File: src/rtl/ctrl_pipe_hazard.sv
// Control-bundle pipeline ID/EX -> EX/MEM -> MEM/WB with load-use stall,
// taken-branch squash, fetch enables and a saturating stall counter.
module ctrl_pipe_hazard #(
  parameter int RA_W  = 5,
  parameter int CNT_W = 16
) (
  input  logic             clk,
  input  logic             reset,
  input  logic             id_valid,
  input  logic             id_branch,
  input  logic             id_memread,
  input  logic             id_memtoreg,
  input  logic [1:0]       id_aluop,
  input  logic             id_memwrite,
  input  logic             id_alusrc,
  input  logic             id_regwrite,
  input  logic [RA_W-1:0]  id_rs1,
  input  logic [RA_W-1:0]  id_rs2,
  input  logic [RA_W-1:0]  id_rd,
  input  logic             mem_zero,
  output logic             ex_branch,
  output logic             ex_memread,
  output logic             ex_memtoreg,
  output logic             ex_memwrite,
  output logic             ex_alusrc,
  output logic             ex_regwrite,
  output logic [1:0]       ex_aluop,
  output logic [RA_W-1:0]  ex_rd,
  output logic             mem_branch,
  output logic             mem_memread,
  output logic             mem_memwrite,
  output logic             mem_memtoreg,
  output logic             mem_regwrite,
  output logic [RA_W-1:0]  mem_rd,
  output logic             wb_memtoreg,
  output logic             wb_regwrite,
  output logic [RA_W-1:0]  wb_rd,
  output logic             pc_write,
  output logic             ifid_write,
  output logic             ifid_flush,
  output logic             br_taken,
  output logic [CNT_W-1:0] stall_cnt
);

  logic             r_ex_branch, r_ex_memread, r_ex_memtoreg, r_ex_memwrite;
  logic             r_ex_alusrc, r_ex_regwrite;
  logic [1:0]       r_ex_aluop;
  logic [RA_W-1:0]  r_ex_rd;
  logic             r_mem_branch, r_mem_memread, r_mem_memwrite, r_mem_memtoreg;
  logic             r_mem_regwrite;
  logic [RA_W-1:0]  r_mem_rd;
  logic             r_wb_memtoreg, r_wb_regwrite;
  logic [RA_W-1:0]  r_wb_rd;
  logic [CNT_W-1:0] r_stall_cnt;

  logic             w_hz, w_br_taken, w_stall;
  logic             w_nx_branch, w_nx_memread, w_nx_memtoreg, w_nx_memwrite;
  logic             w_nx_alusrc, w_nx_regwrite;
  logic [1:0]       w_nx_aluop;
  logic [RA_W-1:0]  w_nx_rd;

  // x0 as a load destination never creates a dependency
  assign w_hz = r_ex_memread & (r_ex_rd != {RA_W{1'b0}}) & id_valid &
                ((r_ex_rd == id_rs1) | (r_ex_rd == id_rs2));
  assign w_br_taken = r_mem_branch & mem_zero;
  assign w_stall    = w_hz & ~w_br_taken;

  // Next ID/EX contents: scrubbed decode, or a bubble on invalid/stall/squash
  always_comb begin
    w_nx_branch   = 1'b0;
    w_nx_memread  = 1'b0;
    w_nx_memtoreg = 1'b0;
    w_nx_memwrite = 1'b0;
    w_nx_alusrc   = 1'b0;
    w_nx_regwrite = 1'b0;
    w_nx_aluop    = 2'b00;
    w_nx_rd       = {RA_W{1'b0}};
    if (id_valid && !w_hz && !w_br_taken) begin
      w_nx_branch   = id_branch;
      w_nx_memread  = id_memread;
      w_nx_memtoreg = id_memtoreg & id_regwrite;
      w_nx_memwrite = id_memwrite;
      w_nx_alusrc   = id_alusrc;
      w_nx_regwrite = id_regwrite;
      w_nx_aluop    = id_aluop;
      w_nx_rd       = id_regwrite ? id_rd : {RA_W{1'b0}};
    end else begin
      w_nx_rd       = {RA_W{1'b0}};
    end
  end

  // Fetch enables; reset forces a NOP into IF/ID
  always_comb begin
    pc_write   = 1'b0;
    ifid_write = 1'b0;
    ifid_flush = 1'b1;
    if (reset) begin
      pc_write   = 1'b0;
      ifid_write = 1'b0;
      ifid_flush = 1'b1;
    end else if (w_br_taken) begin
      pc_write   = 1'b1;
      ifid_write = 1'b1;
      ifid_flush = 1'b1;
    end else if (w_hz) begin
      pc_write   = 1'b0;
      ifid_write = 1'b0;
      ifid_flush = 1'b0;
    end else begin
      pc_write   = 1'b1;
      ifid_write = 1'b1;
      ifid_flush = 1'b0;
    end
  end

  // Stage registers and stall counter; MEM/WB advances even on a squash
  always_ff @(posedge clk) begin
    if (reset) begin
      r_ex_branch    <= 1'b0;
      r_ex_memread   <= 1'b0;
      r_ex_memtoreg  <= 1'b0;
      r_ex_memwrite  <= 1'b0;
      r_ex_alusrc    <= 1'b0;
      r_ex_regwrite  <= 1'b0;
      r_ex_aluop     <= 2'b00;
      r_ex_rd        <= {RA_W{1'b0}};
      r_mem_branch   <= 1'b0;
      r_mem_memread  <= 1'b0;
      r_mem_memwrite <= 1'b0;
      r_mem_memtoreg <= 1'b0;
      r_mem_regwrite <= 1'b0;
      r_mem_rd       <= {RA_W{1'b0}};
      r_wb_memtoreg  <= 1'b0;
      r_wb_regwrite  <= 1'b0;
      r_wb_rd        <= {RA_W{1'b0}};
      r_stall_cnt    <= {CNT_W{1'b0}};
    end else begin
      r_ex_branch    <= w_nx_branch;
      r_ex_memread   <= w_nx_memread;
      r_ex_memtoreg  <= w_nx_memtoreg;
      r_ex_memwrite  <= w_nx_memwrite;
      r_ex_alusrc    <= w_nx_alusrc;
      r_ex_regwrite  <= w_nx_regwrite;
      r_ex_aluop     <= w_nx_aluop;
      r_ex_rd        <= w_nx_rd;
      r_wb_memtoreg  <= r_mem_memtoreg;
      r_wb_regwrite  <= r_mem_regwrite;
      r_wb_rd        <= r_mem_rd;
      if (w_br_taken) begin
        r_mem_branch   <= 1'b0;
        r_mem_memread  <= 1'b0;
        r_mem_memwrite <= 1'b0;
        r_mem_memtoreg <= 1'b0;
        r_mem_regwrite <= 1'b0;
        r_mem_rd       <= {RA_W{1'b0}};
      end else begin
        r_mem_branch   <= r_ex_branch;
        r_mem_memread  <= r_ex_memread;
        r_mem_memwrite <= r_ex_memwrite;
        r_mem_memtoreg <= r_ex_memtoreg;
        r_mem_regwrite <= r_ex_regwrite;
        r_mem_rd       <= r_ex_rd;
      end
      if (w_stall && (r_stall_cnt != {CNT_W{1'b1}})) begin
        r_stall_cnt <= r_stall_cnt + {{(CNT_W-1){1'b0}}, 1'b1};
      end else begin
        r_stall_cnt <= r_stall_cnt;
      end
    end
  end

  assign ex_branch    = r_ex_branch;
  assign ex_memread   = r_ex_memread;
  assign ex_memtoreg  = r_ex_memtoreg;
  assign ex_memwrite  = r_ex_memwrite;
  assign ex_alusrc    = r_ex_alusrc;
  assign ex_regwrite  = r_ex_regwrite;
  assign ex_aluop     = r_ex_aluop;
  assign ex_rd        = r_ex_rd;
  assign mem_branch   = r_mem_branch;
  assign mem_memread  = r_mem_memread;
  assign mem_memwrite = r_mem_memwrite;
  assign mem_memtoreg = r_mem_memtoreg;
  assign mem_regwrite = r_mem_regwrite;
  assign mem_rd       = r_mem_rd;
  assign wb_memtoreg  = r_wb_memtoreg;
  assign wb_regwrite  = r_wb_regwrite;
  assign wb_rd        = r_wb_rd;
  assign br_taken     = w_br_taken;
  assign stall_cnt    = r_stall_cnt;

endmodule
File: config.mk
export PLATFORM = sky130hd
export DESIGN_NAME = ctrl_pipe_hazard
export DESIGN_NICKNAME = d
export VERILOG_FILES = /design/src/rtl/ctrl_pipe_hazard.sv
export SDC_FILE = /design/constraint.sdc
export NUM_CORES = 1
export LEC_CHECK = 0
export CAP_MARGIN = 0
export CORE_ASPECT_RATIO = 1.4
export CORE_MARGIN = 2
export CORE_UTILIZATION = 45
export CTS_CLUSTER_DIAMETER = 150
export DETAILED_ROUTE_END_ITERATION = 16
export PLACE_DENSITY = 0.8
export SYNTH_ARGS = -nofsm -noshare
export SYNTH_HDL_FRONTEND = slang
export SYNTH_SLANG_ARGS = --single-unit
File: constraint.sdc
create_clock -name clk -period 5.88 [get_ports clk]
set_input_delay 0.588 -clock clk [delete_from_list [all_inputs] [get_ports clk]]
set_output_delay 0.588 -clock clk [all_outputs]
set_load 0.02 [all_outputs]
# [After elaboration in Yosys (flattened, before gate mapping)]
# Cells that the tools add are included.
[classes] add_sub_neg=1 n_eq_ne=3 muxes=5 bitwise_logic=10 n_reduce_logical=9
[op_table] op="$add A16 B1 Y16 const B" n=1
[op_table] op="$ne A16 B16 Y1 const B" n=1
[op_table] op="$eq A5 B5 Y1" n=2
[op_table] op="$and A1 B1 Y1" n=6
[op_table] op="$mux W1" n=5
[op_table] op="$reduce_bool A5 Y1" n=1
[op_table] op="$reduce_or A2 Y1" n=2
[op_table] op="$logic_and A1 B1 Y1" n=3
[op_table] op="$not A1 Y1" n=3
[op_table] op="$reduce_or A3 Y1" n=1
[op_table] op="$logic_not A1 Y1" n=2
[op_table] op="$or A1 B1 Y1" n=1
[totals] ff_bits=46 input_bits=27 wordCells=46

# [Depth between registers and ports, before layout]
[logic_depth] ltp_word=9 depth_mapped=8 ltp_nobuf=6

# [Worst setup path before layout]
# Ideal clock, no wire load.
[synth_path] path_type="input port to output port" start="input mem_zero" end="output pc_write" arrival_time_ns=2.144 path_slack_ns=3.148 stages=8 cell_sequence="and2_1 > or3_1 > o32a_1 > buf_6 > clkbuf_1 > nor2_1 > nor2_1 > buf_4"
[synth_via] elab_chain_cells=3
[synth_lines] element="start, declared" line="20" rtl="input logic mem_zero,"
[synth_lines] element="$and A1 B1 Y1" line="65" rtl="assign w_br_taken = r_mem_branch & mem_zero;"
[synth_lines] element="$mux W1 (2 in series)"
[synth_lines] element="end, declared" line="38" rtl="output logic pc_write,"
# Every way passes these cells.

# [Final worst setup path]
[layout_path] start="input id_rs1[2]" end="output pc_write"
[layout_via] elab_chain_cells=6
[layout_lines] element="start, declared" line="17" rtl="input logic [RA_W-1:0] id_rs1,"
[layout_lines] element="$eq A5 B5 Y1" line="64" rtl="((r_ex_rd == id_rs1) | (r_ex_rd == id_rs2));"
[layout_lines] element="$or A1 B1 Y1" line="64"
[layout_lines] element="$and A1 B1 Y1" line="63" rtl="assign w_hz = r_ex_memread & (r_ex_rd != {RA_W{1'b0}}) & id_valid &"
[layout_lines] element="$mux W1" line="105" rtl="end else if (w_hz) begin"
[layout_lines] element="$mux W1" line="101" rtl="end else if (w_br_taken) begin"
[layout_lines] element="$mux W1" line="97" rtl="if (reset) begin"
# Every way passes these cells.

==> out/qor.txt <==
Setup WS post-layout - 2.28 ns
Final period util - 61.3%
total power - 0.000574 W
crit path launch - id_rs1[2]
CP required - 5.29 ns
Combinational Power Share - 10.4%
Yosys top cell area share - 49.1%
Sequential Power Share - 55.7%
die area - 0.00471 mm2
Peak Freq - 0.278 GHz
net count after synthesis - 224
Mapped Cells - 196
Crit Path Class - in2out
Via density - 5.37
Final Skew - 0.00897 ns
PostCTS Resize Cnt - 0
HP Start - ex_memtoreg$_SDFF_PP0_
Antenna Violating Nets Remaining - 0
VDD IR-drop max - 0.000181 V
I/O Buffers - 76
Starting Density - 47.1%
Antenna Cells - 0
number of synthesized flops with an enable pin - 0
Pleak - 1.00 nW
fin. max-slew vios - 0
register area share after synthesis - 49.1%
Tmin final - 3.60 ns
CORE AREA - 0.00399 mm2
post-route insts no fill - 311
first drt pass iteration count - 10
CP max FO - 30
cell internal pwr - 0.000434 W
run status - finished, violations left
layout cells sized above 1 - 5.22%
Slew headroom - 34.7%
drt wl/cell - 14.1 um
total CTS buffers - 5
initial antenna violation count - 0
Max-Cap Viols - 0
HP Class - reg2reg
Final Hold Fails - 0
Setup Fix Bufs, Post-CTS - 0
Ys Warns - 0
Longest Clk Path Bufs - 2
RR Startpoint - ex_rd[2]$_SDFF_PP0_
register bit total from synthesis - 46
P&R area growth vs syn - 45.3%
synth top area cells - dfxtp_1 (49%), and2_1 (6.7%), xnor2_1 (3.7%)
CTS tree - yes
DP HPWL - 3270 um
DP Worst Slack - 2.29 ns
most frequent cells in the layout - clkdlybuf4s50_1 (76), dfxtp_1 (46), and2_1 (20), nor2b_1 (9), nand4_1 (9)
CTS sink cnt - 46
endpoints failing setup - 0
Initial DRC Count - 96
setup TNS - 0 ns
CTS root buf - clkbuf_8
clock power share - 33.9%
global-route wire length before repair - 7270 um
Die W - 58.6 um
I/O pin count - 77
gr usage total - 20.2%
pin count of the biggest net entering global routing - 31
Hold Buf Count CTS - 0
# fillers - 326
Post-Syn Area - 0.00188 mm2
final-stage net count - 295
chip height - 80.4 um
crit path DAT - 3.01 ns
dpl cells - 303
clk_lat worst skew - 0.30 ns
worst slew pin tran - 0.979 ns
syn_area_per_cell - 9.58 um2
Yosys top cell by area - dfxtp_1
vias in the first global route - 1,607
row count - 27
most common cell after layout, fill and taps aside - clkdlybuf4s50_1
total number of H-tree levels - 2
total gr overflow - 0
Cell variety after synth - 34
crit path launch type - primary input
Psw - 0.000140 W
Synth async-reset ratio - 0%
via count - 1,670
Cell Pwr Density - 210 mW/mm2
gpl congestion - 0.799
DRC - 3
Switching Share - 24.4%
Clock Pin Slew Worst Setup and Hold Paths - 0.09 ns
final core occ - 68.4%
CP Capture Type - output port
RSZ-0062 raised after global routing - false
violations in the final reports - design-rule violations
top_reg_cell synth - dfxtp_1
final wirelength - 4390 um
-- cells in the mapped netlist, drive strengths merged, types with 7 or more instances --
| library cell | number |
|---|---|
| dfxtp | 46 |
| and2 | 20 |
| nand4 | 9 |
| nor2b | 9 |
| and3 | 8 |
| nor2 | 8 |
| xnor2 | 8 |
| clkbuf | 7 |
| nand3 | 7 |
| nor4 | 7 |
-- critical path, cell delays in order --
cell             delay, ns
clkdlybuf4s50_1       0.47
xor2_1                0.19
or3_1                 0.13
o32a_1                0.79
nor2_1                0.07
nor2_1                0.15
clkdlybuf4s50_1       0.62
-- final timing paths --
kind,end,slack [ns],depth (start not counted)
hold reg to reg,mem_memtoreg$_SDFF_PP0_,0.46,1
setup reg to reg,stall_cnt[9]$_SDFFE_PP0P_,3.52,5
setup / recovery,pc_write,2.28,7
hold / removal,mem_memtoreg$_SDFF_PP0_,0.46,1
-- kinds of logic (layout without fill, tap and decap cells) --
| kind of cell | count (synthesis) | count (layout) | share of synthesized area [%] |
|---|---|---|---|
| flip-flops | 46 | 46 | 49.1 |
| AND/OR/NAND/NOR | 88 | 88 | 27.7 |
| adder cells (fa/ha/maj) | 1 | 1 | 0.667 |
| XOR/XNOR | 10 | 10 | 4.67 |
| AO/OA/AOI/OAI | 29 | 29 | 11.6 |
| buffers and inverters | 19 | 91 | 4.47 |
| multiplexers | 3 | 3 | 1.80 |
-- stage by stage --
step / area (um2) / hold WS (ns)
4_1_cts: 2730 / 0.462
3_3_place_gp: 2640 / 0.436
6_report: 2730 / 0.457
5_1_grt: 2730 / 0.471
2_1_floorplan: 1880 / 0.546
3_5_place_dp: 2640 / 0.444
-- layout make-up --
type | instances | area (um2) | area share [%]
flip-flops and latches | 46 | 921 | 33.8
multi-input cells | 131 | 872 | 32.0
clock buffers | 5 | 68.8 | 2.52
inverters | 6 | 22.5 | 0.826
repair buffers | 77 | 768 | 28.2
well taps | 43 | 53.8 | 1.97
clock inverters | 3 | 21.3 | 0.780
-- layer usage --
layer	vias up	GRT usage [%]	part of all wire, %
met4	0	8.18	0.87
met3	4	9.02	9.7
li1	839	-	-
met2	65	34.5	49
met5	-	0	0
met1	762	21.4	41
-- registers in the layout (all words and copies together) (netlist names) --
register and count:
ex_regwrite 1, mem_memtoreg 1, wb_regwrite 1, mem_branch 1
ex_branch 1, ex_alusrc 1, mem_memread 1, mem_rd 5
wb_memtoreg 1, ex_memtoreg 1, ex_rd 5, ex_memread 1
mem_memwrite 1, stall_cnt 16, mem_regwrite 1, wb_rd 5
ex_aluop 2, ex_memwrite 1
-- power by group through the flow --
stage	Sequential, W	Clock, W	Combinational (W)
6_report	0.000320	0.000194	0.0000598
5_1_grt	0.000320	0.000211	0.0000647
4_1_cts	0.000320	0.000201	0.0000603
3_5_place_dp	0.000327	0	0.0000601
3_3_place_gp	0.000327	0	0.0000596
2_1_floorplan	0.000333	0	0.0000207
Power figures use the tool's default switching activity.
